$ cat src/rtl/fp_posit_acc_ctrl.sv
`default_nettype none
// ============================================================================
// Module      : fp_posit_acc_ctrl
// Description : Job sequencer for the fixed-point/posit accumulator datapath.
//               Fetches product terms, issues each to the datapath with a
//               start/done handshake, keeps the running accumulator, returns
//               the final sum on a valid/ready port and flags a datapath that
//               never completes via a watchdog.
// Revision    : 1.0 - initial release
// ============================================================================
module fp_posit_acc_ctrl #(
    parameter int ACC_W   = 32,
    parameter int MAN_W   = 14,
    parameter int EXP_W   = 5,
    parameter int LEN_W   = 8,
    parameter int TIMEOUT = 15
) (
    input  logic             clk,
    input  logic             rst,
    // job request
    input  logic             job_start,
    input  logic [LEN_W-1:0] job_len,
    input  logic [EXP_W-1:0] job_exp_set,
    // term stream
    input  logic             term_valid,
    output logic             term_ready,
    input  logic             term_sign,
    input  logic [EXP_W-1:0] term_exp,
    input  logic [MAN_W-1:0] term_fixed,
    // datapath issue
    output logic             acc_start,
    output logic             acc_sign,
    output logic [EXP_W-1:0] acc_exp_in,
    output logic [MAN_W-1:0] acc_fixed_in,
    output logic [EXP_W-1:0] acc_exp_set,
    output logic [ACC_W-1:0] acc_fixed_acc,
    input  logic             acc_done,
    input  logic [ACC_W-1:0] acc_fixed_out,
    // result
    output logic             res_valid,
    input  logic             res_ready,
    output logic [ACC_W-1:0] res_fixed,
    output logic [EXP_W-1:0] res_exp,
    output logic             res_err,
    output logic             busy
);

    // Watchdog sized to hold TIMEOUT so saturation is representable.
    localparam int WD_W = $clog2(TIMEOUT + 1);

    // The counter reads 0 in the first WAIT cycle, so WAIT cycle k holds k-1.
    // Leaving on TIMEOUT-2 puts the DONE entry exactly TIMEOUT cycles after
    // the ISSUE cycle.
    localparam logic [WD_W-1:0]  c_WD_LAST  = WD_W'(TIMEOUT - 2);
    localparam logic [WD_W-1:0]  c_WD_MAX   = WD_W'(TIMEOUT);
    localparam logic [WD_W-1:0]  c_WD_ZERO  = '0;
    localparam logic [LEN_W-1:0] c_REM_LAST = LEN_W'(1);
    localparam logic [LEN_W-1:0] c_REM_ZERO = '0;

    typedef enum logic [2:0] {
        S_IDLE  = 3'd0,
        S_FETCH = 3'd1,
        S_ISSUE = 3'd2,
        S_WAIT  = 3'd3,
        S_DONE  = 3'd4
    } state_t;

    state_t           r_state;
    logic [LEN_W-1:0] r_rem;
    logic [WD_W-1:0]  r_wd;
    logic [ACC_W-1:0] r_acc;
    logic [EXP_W-1:0] r_exp_set;
    logic             r_term_ready;
    logic             r_acc_start;
    logic             r_sign;
    logic [EXP_W-1:0] r_exp_in;
    logic [MAN_W-1:0] r_fixed_in;
    logic             r_res_valid;
    logic             r_res_err;
    logic             r_busy;

    // Sequencer: state, counters, accumulator and all registered outputs.
    always_ff @(posedge clk or posedge rst) begin
        if (rst) begin
            r_state      <= S_IDLE;
            r_rem        <= c_REM_ZERO;
            r_wd         <= c_WD_ZERO;
            r_acc        <= '0;
            r_exp_set    <= '0;
            r_term_ready <= 1'b0;
            r_acc_start  <= 1'b0;
            r_sign       <= 1'b0;
            r_exp_in     <= '0;
            r_fixed_in   <= '0;
            r_res_valid  <= 1'b0;
            r_res_err    <= 1'b0;
            r_busy       <= 1'b0;
        end else begin
            case (r_state)
                S_IDLE: begin
                    if (job_start) begin
                        r_rem     <= job_len;
                        r_exp_set <= job_exp_set;
                        r_acc     <= '0;
                        r_res_err <= 1'b0;
                        r_busy    <= 1'b1;
                        if (job_len == c_REM_ZERO) begin
                            r_state     <= S_DONE;
                            r_res_valid <= 1'b1;
                        end else begin
                            r_state      <= S_FETCH;
                            r_term_ready <= 1'b1;
                        end
                    end
                end

                S_FETCH: begin
                    if (term_valid) begin
                        r_sign       <= term_sign;
                        r_exp_in     <= term_exp;
                        r_fixed_in   <= term_fixed;
                        r_term_ready <= 1'b0;
                        r_acc_start  <= 1'b1;
                        r_state      <= S_ISSUE;
                    end
                end

                S_ISSUE: begin
                    r_acc_start <= 1'b0;
                    r_wd        <= c_WD_ZERO;
                    r_state     <= S_WAIT;
                end

                S_WAIT: begin
                    if (r_wd != c_WD_MAX) begin
                        r_wd <= r_wd + 1'b1;
                    end
                    // A zero counter marks the first WAIT cycle, where done
                    // still reflects the previous term and must be ignored.
                    if (acc_done && (r_wd != c_WD_ZERO)) begin
                        r_acc <= acc_fixed_out;
                        r_rem <= r_rem - 1'b1;
                        if (r_rem == c_REM_LAST) begin
                            r_state     <= S_DONE;
                            r_res_valid <= 1'b1;
                        end else begin
                            r_state      <= S_FETCH;
                            r_term_ready <= 1'b1;
                        end
                    end else if (r_wd >= c_WD_LAST) begin
                        r_res_err   <= 1'b1;
                        r_res_valid <= 1'b1;
                        r_state     <= S_DONE;
                    end
                end

                S_DONE: begin
                    if (res_ready) begin
                        r_res_valid <= 1'b0;
                        r_res_err   <= 1'b0;
                        r_busy      <= 1'b0;
                        r_state     <= S_IDLE;
                    end
                end

                default: begin
                    r_state      <= S_IDLE;
                    r_term_ready <= 1'b0;
                    r_acc_start  <= 1'b0;
                    r_res_valid  <= 1'b0;
                    r_busy       <= 1'b0;
                end
            endcase
        end
    end

    assign term_ready    = r_term_ready;
    assign acc_start     = r_acc_start;
    assign acc_sign      = r_sign;
    assign acc_exp_in    = r_exp_in;
    assign acc_fixed_in  = r_fixed_in;
    assign acc_exp_set   = r_exp_set;
    assign acc_fixed_acc = r_acc;
    assign res_valid     = r_res_valid;
    assign res_fixed     = r_acc;
    assign res_exp       = r_exp_set;
    assign res_err       = r_res_err;
    assign busy          = r_busy;

endmodule
`default_nettype wire
$ cat config.mk
export PLATFORM = sky130hd
export DESIGN_NAME = fp_posit_acc_ctrl
export DESIGN_NICKNAME = d
export VERILOG_FILES = /design/src/rtl/fp_posit_acc_ctrl.sv
export SDC_FILE = /design/constraint.sdc
export NUM_CORES = 1
export LEC_CHECK = 0
export ABC_AREA = 1
export BUFFER_PORTS_ARGS = -buffer_cell sky130_fd_sc_hd__buf_2
export CORE_MARGIN = 2
export CORE_UTILIZATION = 44
export CTS_BUF_LIST = sky130_fd_sc_hd__clkbuf_4 sky130_fd_sc_hd__clkbuf_8
export DETAILED_ROUTE_END_ITERATION = 8
export HOLD_SLACK_MARGIN = 0.05
export PLACE_DENSITY = 0.78
export SYNTH_ARGS = -nofsm -noshare
export SYNTH_HDL_FRONTEND = slang
export SYNTH_SLANG_ARGS = --single-unit
$ cat constraint.sdc
create_clock -name clk -period 2.1 [get_ports clk]
set_clock_uncertainty 0.05 [all_clocks]
set_input_delay 0.105 -clock clk [delete_from_list [all_inputs] [get_ports clk]]
set_output_delay 0.105 -clock clk [all_outputs]
set_load 0.1 [all_outputs]
==> summary.md <==
| Metric | Value |
|---|---|
| Period utilisation layout | `0.910` |
| Vias/cell | `4.86` |
| Hold Path Class | `in -> reg` |
| Sequential-to-total area share from yosys stat | `0.503` |
| Synth warn | `0` |
| WL final | `10100 um` |
| Die Span Y | `97.3 um` |
| Worst Setup SP | `r_state[2]` |
| Hold Fails Final Rpt | `0` |
| Hold_sp | `job_len[4]` |
| Pre-antenna DRT Iters | `4` |
| Area growth syn-to-layout | `40.1%` |
| Post-Syn Area | `3830 um2` |
| Worst-case reg-to-reg path depth | `7` |
| Post-DP HPWL | `about 6600 um` |
| Setup CP Type | `reg -> reg` |
| Setup violators final | `0` |
| Die area | `around 9500 um2` |
| H-tree depth | `3` |
| Global placement routability congestion | `0.922` |
| Clock tree buffer depth | `2` |
| Post-route DRC | `0` |
| Clock Latency Late Sink | `0.34 ns` |
| CP Launch Type | `flop` |
| Max Cap Viol | `0` |
| Mapped Cells | `431` |
| Initial Utilization | `0.446` |
| Commonest non-fill, non-tap cells in the layout | `buf_2 (169), nand2_1 (128), dfrtp_1 (77)` |
| #FFs+latches synth | `77` |
| First-pass GRT wire length | `~17000 um` |
| RSZ-0062 raised after global routing | `no` |
| Stages on worst setup path | `7` |
| GR Overflow Total | `0` |
| Most used cell, CP | `nand2_1` |
| Vias in the first global route | `3544` |
| Starting DRT DRC Count | `140` |
| Pin count of the biggest net entering global routing | `35` |
| Clk sinks | `just under 80` |
| Number of buffers and inverters on the critical path | `2` |
| Worst EP arrival | `2.13 ns` |
| All-Layer GR Usage | `0.216` |
| Clock transition at the registers of the reported paths | `roughly 0.07 ns` |
| Max Slew Vio Count | `0` |
| Resize count post-CTS | `0` |
| Status | `finished, final reports clean` |
| Share of layout cells above drive strength 1 | `0.361` |
| Slowest-stage cell, CP | `dfrtp_1` |
| Syn_area_per_cell | `8.88 um2` |
| Final Instance Area | `5370 um2` |
| FMAX | `roughly 520 MHz` |
| Area after DPL | `between 4000 and 5000 um2` |
| Post-route minimum period | `1.91 ns` |
| Top Ports | `between 150 and 200` |
| Fill count | `687` |
| Syn nets | `508` |
| CTS Buf Count | `9` |
| Nets | `705` |
| Core box area | `about 8600 um2` |
| Via Count | `between 3000 and 4000` |
| Detail Route Antenna Nets | `0` |
| Initial antenna violation count | `0` |
| WHS Path Cells | `5` |
| Worst path required time | `2.32 ns` |
| Antenna cells | `0` |
| Commonest non-fill, non-tap cell in the layout | `buf_2` |
| CTS tree | `yes` |
| R2R Path Start | `r_state[2]` |
| Worst-path cell chain | `nor2_4 -> nand2_1 -> inv_1 -> nor2_4 -> inv_2 -> nand2_1 -> nand2_1` |
| Crit-path max FO | `34` |
| Crit. End Element | `flop` |
| Port bufs | `between 150 and 200` |
| Slew @ Worst Pin | `approximately 0.58 ns` |
| Die width | `97.3 um` |
| Top delay family on crit path | `simple AND/OR/NAND/NOR gates` |
| Slew HR | `0.613` |
| Setup TNS | `0 ns` |
| Cell row count | `34` |
| Clock root buffer | `clkbuf_8` |
| DR WL/cell | `13.7 um` |
| Netlist cell types | `25` |
| Crit-path max cell delay | `0.48 ns` |
-- per-stage QoR --
stage	util	std cells	setup WS, ns	hold slack, ns
after floorplan	-	431	0.574	0.193
after global placement	0.524	664	0.273	-0.00522
after detailed placement	0.524	664	0.189	-0.000962
after CTS	0.624	739	0.187	0.0560
after global routing	0.624	739	0.0385	0.108
final	0.624	739	0.189	0.0830
-- synth_stat cells --
cell      instances  share of area
buf_6             5          0.015
buf_1             1        0.00098
o21ai_0          18          0.024
nor2_4            2         0.0059
nand2_1         128           0.13
dfrtp_1          77           0.50
buf_2             7         0.0091
nand3_1          49          0.064
a21oi_1           3         0.0039
o21ai_1           2         0.0026
ha_1              6          0.020
nand2_2           3         0.0049
clkbuf_1          2         0.0020
inv_1            29          0.028
nand3b_1          1         0.0020
inv_4             1         0.0016
nand4_1           3         0.0049
buf_4            37          0.073
mux2_2           25          0.074
nor2_1           20          0.020
nor3_1            6         0.0078
or2_2             1         0.0016
nand2_4           1         0.0029
o211ai_1          1         0.0020
inv_2             3         0.0029
-- layout make-up --
class,instances,area [um2],area share
clock inverters,5,125,0.0233
clock buffers,9,124,0.0231
inverters,33,130,0.0243
well taps,108,135,0.0252
flip-flops and latches,77,1930,0.359
repair buffers,238,1530,0.285
multi-input cells,269,1400,0.260
-- final timing paths --
kind	slack, ns	endpoint
max reg2reg	0.19	acc_fixed_acc[13]
min reg2reg	0.43	res_valid
min in group asynchronous	0.20	acc_exp_in[3]
max in group asynchronous	1.25	busy
max	0.19	acc_fixed_acc[13]
min	0.08	r_rem[4]
-- layer usage --
metal,GRT usage,up-vias,routed length (um)
li1,-,1730,-
met1,0.254,1679,4070
met2,0.393,163,5150
met3,0.0468,18,759
met4,0.0716,0,159
met5,0,-,0
-- worst register-to-register path, delay by kind of cell (launching register included) --
| kind | cells | cell delay, ns |
|---|---|---|
| and+or+nand+nor | 5 | 0.75 |
| buffers and inverters | 2 | 0.56 |
| DFF | 1 | 0.48 |
-- logic make-up (layout without fill, tap and decap cells) --
| group | after synthesis | in the layout | synth area share |
|---|---|---|---|
| buffers and inverters | 85 | 285 | 0.132 |
| AND/OR/NAND/NOR | 214 | 214 | 0.239 |
| flip-flops | 77 | 77 | 0.503 |
| AO/OA/AOI/OAI | 24 | 24 | 0.0320 |
| adder cells (fa/ha/maj) | 6 | 6 | 0.0196 |
| multiplexers | 25 | 25 | 0.0735 |
-- what timing repair did --
item,4_1_cts,5_1_grt
endpoints found under the hold margin,137,0
buffers inserted,0,0
hold buffers,61,0
setup endpoints to repair,0,0
-- state kept, by name, indices dropped and copies added, names as in the netlist --
| register | flops |
|---|---|
| acc_start | 1 |
| acc_sign | 1 |
| acc_fixed_in | 14 |
| term_ready | 1 |
| res_valid | 1 |
| r_rem | 8 |
| acc_exp_in | 5 |
| acc_fixed_acc | 32 |
| busy | 1 |
| r_wd | 4 |
| res_err | 1 |
| acc_exp_set | 5 |
| r_state | 3 |
Power is not shown: default switching activity piles up to over one toggle a cycle in this logic, so the estimate is an artifact.
